==> src/rtl/td4_pkg.sv <==
// Shared constants for the TD4 front end: data width and debounce defaults.
package td4_pkg;

    // Width of the CPU input port, which is also the number of board switches.
    localparam int unsigned TD4_DATA_W = 4;

    // 10 ms of stable input at 50 MHz before a new level is accepted.
    localparam int unsigned TD4_DEBOUNCE_DEFAULT = 500000;

    // Smallest counter width that holds TD4_DEBOUNCE_DEFAULT-1.
    localparam int unsigned TD4_DEBOUNCE_CNT_W = 19;

endpackage

==> src/rtl/td4_debounce_bit.sv <==
// One conditioned input channel: 2-flop synchronizer, saturating debounce
// counter and the accepted stable level. rise/fall flag the edge on which
// stable is about to change, so a registered consumer lines up with stable.
module td4_debounce_bit
    import td4_pkg::*;
#(
    parameter int unsigned DEBOUNCE_CYCLES = TD4_DEBOUNCE_DEFAULT,
    parameter int unsigned CNT_W           = TD4_DEBOUNCE_CNT_W
) (
    input  logic clock,
    input  logic reset,
    input  logic raw,
    output logic stable,
    output logic rise,
    output logic fall
);

    localparam logic [CNT_W-1:0] CNT_LAST = CNT_W'(DEBOUNCE_CYCLES - 1);

    logic             sync1;
    logic             sync2;
    logic [CNT_W-1:0] cnt;
    logic             mismatch;
    logic             accept;

    // Two-stage synchronizer for the asynchronous board input.
    always_ff @(posedge clock or negedge reset) begin
        if (!reset) begin
            sync1 <= 1'b0;
            sync2 <= 1'b0;
        end else begin
            sync1 <= raw;
            sync2 <= sync1;
        end
    end

    // Count consecutive mismatching cycles; any match discards the count.
    always_ff @(posedge clock or negedge reset) begin
        if (!reset) begin
            cnt    <= '0;
            stable <= 1'b0;
        end else if (!mismatch) begin
            cnt <= '0;
        end else if (cnt == CNT_LAST) begin
            stable <= sync2;
            cnt    <= '0;
        end else begin
            cnt <= cnt + CNT_W'(1);
        end
    end

    // Strobes are valid in the cycle before stable changes.
    always_comb begin
        mismatch = (sync2 != stable);
        accept   = mismatch && (cnt == CNT_LAST);
        rise     = accept && sync2;
        fall     = accept && !sync2;
    end

endmodule

==> src/rtl/td4_input_conditioner.sv <==
// TD4 front end: debounces the slide switches into the CPU input bus and the
// step button into a single-cycle step strobe.
module td4_input_conditioner
    import td4_pkg::*;
#(
    parameter int unsigned SW_W            = TD4_DATA_W,
    parameter int unsigned DEBOUNCE_CYCLES = TD4_DEBOUNCE_DEFAULT,
    parameter int unsigned CNT_W           = TD4_DEBOUNCE_CNT_W
) (
    input  logic            clock,
    input  logic            reset,
    input  logic [SW_W-1:0] sw_raw,
    input  logic            btn_raw,
    output logic [SW_W-1:0] sw_out,
    output logic            sw_changed,
    output logic            step_pulse
);

    // Channel SW_W is the button; channels below it are the switches.
    logic [SW_W:0] raw_vec;
    logic [SW_W:0] stable_vec;
    logic [SW_W:0] rise_vec;
    logic [SW_W:0] fall_vec;

    assign raw_vec = {btn_raw, sw_raw};
    assign sw_out  = stable_vec[SW_W-1:0];

    for (genvar i = 0; i <= SW_W; i++) begin : g_chan
        td4_debounce_bit #(
            .DEBOUNCE_CYCLES(DEBOUNCE_CYCLES),
            .CNT_W          (CNT_W)
        ) u_bit (
            .clock (clock),
            .reset (reset),
            .raw   (raw_vec[i]),
            .stable(stable_vec[i]),
            .rise  (rise_vec[i]),
            .fall  (fall_vec[i])
        );
    end

    // Register the strobes on the same edge that updates the stable levels.
    always_ff @(posedge clock or negedge reset) begin
        if (!reset) begin
            sw_changed <= 1'b0;
            step_pulse <= 1'b0;
        end else begin
            sw_changed <= |(rise_vec[SW_W-1:0] | fall_vec[SW_W-1:0]);
            // rise and fall are exclusive; the mask only ties the strobe to 0->1.
            step_pulse <= rise_vec[SW_W] & ~fall_vec[SW_W];
        end
    end

endmodule

==> config.mk <==
export PLATFORM = sky130hd
export DESIGN_NAME = td4_input_conditioner
export DESIGN_NICKNAME = d
export VERILOG_FILES = /design/src/rtl/td4_pkg.sv /design/src/rtl/td4_debounce_bit.sv /design/src/rtl/td4_input_conditioner.sv
export SDC_FILE = /design/constraint.sdc
export NUM_CORES = 1
export LEC_CHECK = 0
export CORE_MARGIN = 4
export CORE_UTILIZATION = 45
export CTS_CLUSTER_SIZE = 28
export DETAILED_ROUTE_END_ITERATION = 12
export DONT_BUFFER_PORTS = 1
export PLACE_DENSITY = 0.71
export SETUP_SLACK_MARGIN = 0.15
export SLEW_MARGIN = 20
export SYNTH_ARGS = -nofsm -noshare
export SYNTH_HDL_FRONTEND = slang
export SYNTH_SLANG_ARGS = --single-unit
==> constraint.sdc <==
create_clock -name clock -period 1.83 [get_ports clock]
set_input_delay 0.2745 -clock clock [delete_from_list [all_inputs] [get_ports clock]]
set_output_delay 0.2745 -clock clock [all_outputs]
set_load 0.1 [all_outputs]
## Word level (Yosys, flattened, before mapping)

Index checks and enable logic that the tools add are counted.
W data, S select, Z words.

| word-level totals | value |
|---|---|
| register bits | 112 |
| bits of input ports | 7 |
| output and inout port bits | 6 |

| operators by class | value |
|---|---|
| add/subtract/negate cells | 5 |
| eq/ne operators | 10 |
| mux-type cells | 10 |
| bitwise gates (word level) | 3 |
| reduce and logical (&&, ||, !) cells | 26 |

Operator list:

| operator | count |
|---|---|
| $mux W19 | 10 |
| $add A19 B1 Y19 const B | 5 |
| $eq A19 B19 Y1 const B | 5 |
| $logic_and A1 B1 Y1 | 15 |
| $reduce_and A2 Y1 | 5 |
| $logic_not A1 Y1 | 5 |
| $ne A1 B1 Y1 | 5 |
| $or A4 B4 Y4 | 1 |
| $reduce_or A4 Y1 | 1 |
| $and A1 B1 Y1 | 1 |
| $not A1 Y1 | 1 |

## Logic depth before layout (Yosys ltp)

| depth | value |
|---|---|
| depth after elaboration | 5 |
| depth in mapped cells | 7 |
| depth with buffers taken out | 5 |

## Modules after synthesis

A second synthesis with hierarchy kept.

| second synthesis, totals | value |
|---|---|
| cells, all modules | 560 |
| area total of the unflattened synthesis | 5607.9 µm² |

By module, submodules not included:

| module | times used | cells each | area an instance (µm²) |
|---|---|---|---|
| td4_debounce_bit | 5 | 110 | 1101.1 |
| td4_input_conditioner | 1 | 10 | 102.6 |

## Worst setup path after synthesis

OpenSTA, ideal clock, no wires.

| path | value |
|---|---|
| path type | flip-flop to flip-flop |
| start | reg g_chan[2].u_bit.cnt[11] |
| end | reg g_chan[2].u_bit.stable |
| library setup time | 125 ps |
| arrival time | 1791 ps |
| required time | 1705 ps |
| slack | -85 ps |
| stages on the path, launching flop included | 5 |
| clock period less this slack | 1915 ps |
| path through | dfrtp_1 > or4b_1 > or3_4 > nor2_1 > mux2_2 |

| between the ends | value |
|---|---|
| longest elaborated chain between the ends | 2 |

RTL lines:

| what | RTL line | text |
|---|---|---|
| from (decl) | td4_debounce_bit.sv:22 | `logic [CNT_W-1:0] cnt;` |
| from (signal assigned) | td4_debounce_bit.sv:48 | `cnt <= cnt + CNT_W'(1);` |
| $eq A19 B19 Y1 | td4_debounce_bit.sv:44 | `end else if (cnt == CNT_LAST) begin` |
| $reduce_and A2 Y1 (no line) | -- |  |
| to (signal assigned) | td4_debounce_bit.sv:45 | `stable <= sync2;` |
| to (decl) | td4_debounce_bit.sv:13 | `output logic stable,` |

Every way passes these cells.
A chain may end at the register's enable or synchronous reset.

## Final worst setup path

| path | value |
|---|---|
| start | reg g_chan[2].u_bit.cnt[5] |
| end | reg g_chan[2].u_bit.stable |

The elaborated chain is that of the path after synthesis.

==> metrics.cfg <==
[final_layout]
drive_gt1_frac=0.299
nets=625
area_growth_pct=27.1
n_antenna_cell=0
post-route-util=0.594

[global_routing]
grt_pass1_wl_mm=19.6
antenna_found_initial=0
first_global_vias=4245
grt_max_degree=113
grt_overflow=0
grt_usage=0.171

[detailed_routing]
wl_per_cell_um=15.4
drc_errors=0
vias_per_cell=5.57
postRouteAntennaNets=0
drt_first_iter_violations=243
first_pass_iters=5
vias=4242
drt_wl_total_mm=11.7

[sta]
fmax_ghz=0.528
hold_viol=112
period_minus_slack_ps=1890
rsz0062_at_grt=yes
holdWs_ps=-387
fin_skew_ps=7.52
worst_pin_slew_ps=396
setup_violations=32
period_share=1.03
drv_slew=0
max-slew-margin-rel=0.732
setup_ws_ps=-62.6

[logic_synthesis]
postSynthAreaPerCell_sq_um=10.0
synth_edf_count=0
synthArstFlopShare=1.00
synth_nets=551
syn-instance-count=539
synth.ff_latch_count=112
syn_area_sq_um=5400
yosysSeqAreaShare=0.519
synth_cell_types=43
yosysWarningCount=0
synthFlopType=dfrtp_1

[critical_path]
regToRegStartpoint=g_chan[2].u_bit.cnt[5]
worstRegToRegCells=4
path_class=reg2reg
path_depth=4
crit_required_ps=2070
end_kind=flip-flop
crit_path_cell_trace=or4_1 > or3_4 > nor2_4 > mux2_4
cpMaxStageDelayCell=or4_1
cp-start-kind=flip-flop
crit_path_start=g_chan[2].u_bit.cnt[5]
cp_max_fo=2
critPathArrivalTime_ps=2130
slowest_delay_ps=530
cp_num_buf_inv=0
crit_family=simple AND/OR/NAND/NOR gates

[run_status]
status=finished with violations
violations=hold timing, setup timing

[cts]
numCtsBuffers=9
htree_num_levels=3
clk_pin_slew_ps=70
clk_path_buf_depth=2
cts-root-buf=clkbuf_16
clk_latency_ps=360
ctsHoldBuffers=5
cts.sinks=112
cts_tree=yes

[die]
die_area_sq_um=13800
die_h_um=118
dieWidth_um=118
fp-row-count=39
num_io_pins=13
initial_core_util=0.467
core_sq_um=11600

[place]
pre_cts_ws_ps=-54.0
routabilityCongestion=0.819
dpl.hpwl_mm=7.31
numPortBuffers=0

[pwr]
ir_worst_vdd_v=0.000590
power_density_nw_per_um2=678
leakagePower_nw=2.68

[job]
drv_cap=0

[min_path]
min_path_type=in2async

[area by class of cell]
| cell class | count | area (sq um) |
|---|---|---|
| Fill cell | 923 | 4700 |
| Multi-Input combinational cell | 394 | 2830 |
| Sequential cell | 112 | 2810 |
| Timing Repair Buffer | 81 | 711 |
| Clock buffer | 11 | 243 |
| Tap cell | 143 | 179 |
| Inverter | 15 | 56.3 |
| Clock inverter | 5 | 41.3 |
[path summary, 6_finish.rpt]
check | endpoint | slack, ps
setup reg to reg | g_chan[2].u_bit.stable | -60
max in group asynchronous | g_chan[4].u_bit.cnt[7] | 2030
setup / recovery | g_chan[2].u_bit.stable | -60
hold / removal | g_chan[1].u_bit.sync2 | -390
hold reg to reg | g_chan[0].u_bit.sync2 | 350
min in group clock | g_chan[0].u_bit.sync2 | 350
[flip-flops by register name, indices dropped and copies added (netlist names)]
name / cells
g_chan.u_bit.cnt: 95
g_chan.u_bit.stable: 5
g_chan.u_bit.sync1: 5
g_chan.u_bit.sync2: 5
step_pulse: 1
sw_changed: 1
[per-stage QoR]
| stage | hold WS (ps) | instance area [sq um] | setup TNS [ps] | total power, W | std cells |
|---|---|---|---|---|---|
| 5_1_grt | -414 | 6870 | -2230 | 0.00484 | 761 |
| 2_1_floorplan | -21.1 | 5440 | -122 | 0.00267 | 539 |
| 6_report | -387 | 6870 | -873 | 0.00465 | 761 |
| 4_1_cts | -404 | 6570 | -367 | 0.00466 | 749 |
| 3_3_place_gp | -16.4 | 5890 | -8.15 | 0.00271 | 712 |
| 3_5_place_dp | -16.7 | 5890 | -152 | 0.00272 | 712 |
[cell usage in the layout, fill, tap and decap left out, types with 4 or more instances in the layout]
| cell type | Yosys | layout |
|---|---|---|
| buf_6 | 2 | 10 |
| a21oi_1 | 21 | 7 |
| nor4_2 | 0 | 5 |
| dfrtp_1 | 112 | 109 |
| and4_1 | 8 | 5 |
| nand3_1 | 31 | 30 |
| nor2_4 | 0 | 21 |
| clkinvlp_4 | 0 | 4 |
| nor3_1 | 14 | 13 |
| and3_1 | 7 | 6 |
| nor2_1 | 84 | 44 |
| xor2_1 | 31 | 31 |
| or3_1 | 7 | 6 |
| nor2_2 | 0 | 19 |
| a21oi_2 | 0 | 13 |
| and2_1 | 4 | 4 |
| nor4_1 | 18 | 13 |
| dlygate4sd3_1 | 0 | 5 |
| nand2_1 | 33 | 33 |
| o31ai_1 | 7 | 7 |
| clkbuf_16 | 0 | 9 |
| nand4_1 | 28 | 28 |
| xnor2_1 | 38 | 38 |
| or4_1 | 10 | 8 |
| buf_4 | 5 | 61 |
| inv_1 | 15 | 15 |
| o21ai_0 | 10 | 8 |
[Yosys cell counts, drive strengths merged, types with 3 or more instances]
| library cell | count | area share |
|---|---|---|
| nor3 | 14 | 0.013 |
| or4 | 10 | 0.014 |
| ha | 5 | 0.012 |
| nor2 | 84 | 0.058 |
| nor4 | 18 | 0.021 |
| nand2 | 33 | 0.023 |
| or3 | 9 | 0.012 |
| or2 | 4 | 0.0046 |
| and4 | 8 | 0.013 |
| a21oi | 21 | 0.019 |
| inv | 15 | 0.010 |
| o31ai | 8 | 0.014 |
| nand2b | 3 | 0.0035 |
| dfrtp | 112 | 0.52 |
| nor4b | 4 | 0.0065 |
| mux2 | 5 | 0.010 |
| and3 | 7 | 0.0081 |
| o21ai | 14 | 0.017 |
| buf | 10 | 0.014 |
| and2 | 4 | 0.0046 |
| xor2 | 31 | 0.050 |
| nand4 | 28 | 0.032 |
| xnor2 | 38 | 0.062 |
| clkbuf | 8 | 0.0056 |
| nand3 | 31 | 0.029 |
[what timing repair did]
action	in CTS	in global routing
setup buffers	13	12
endpoints found under the hold margin	117	112
setup endpoints to repair	61	91
pin swaps	13	22
gates resized for setup	65	55
cloned	3	0
[where the power goes]
part	internal, W	switching, W	leakage, nW
clock	0.000971	0.000919	0.126
sequential	0.00251	0.0000360	1.52
combinational	0.000106	0.000110	1.03
[kinds of logic after synthesis]
kind of cell,count (synthesis),share of synthesized area
adders and majority gates,5,0.0116
and+or+nand+nor,266,0.257
buffers and inverters,33,0.0299
AOI/OAI and AO/OA,48,0.0584
DFF,112,0.519
xor gates and xnor gates,69,0.112
muxes,6,0.0123
[per-layer routing]
metal / routed length (um) / vias up / global-route usage
met5: 0 / - / 0
met4: 148 / 0 / 0.0549
met3: 341 / 15 / 0.0457
met2: 6000 / 57 / 0.281
met1: 5210 / 2126 / 0.221
li1: - / 2044 / -
(Power assumes the default switching activity.)
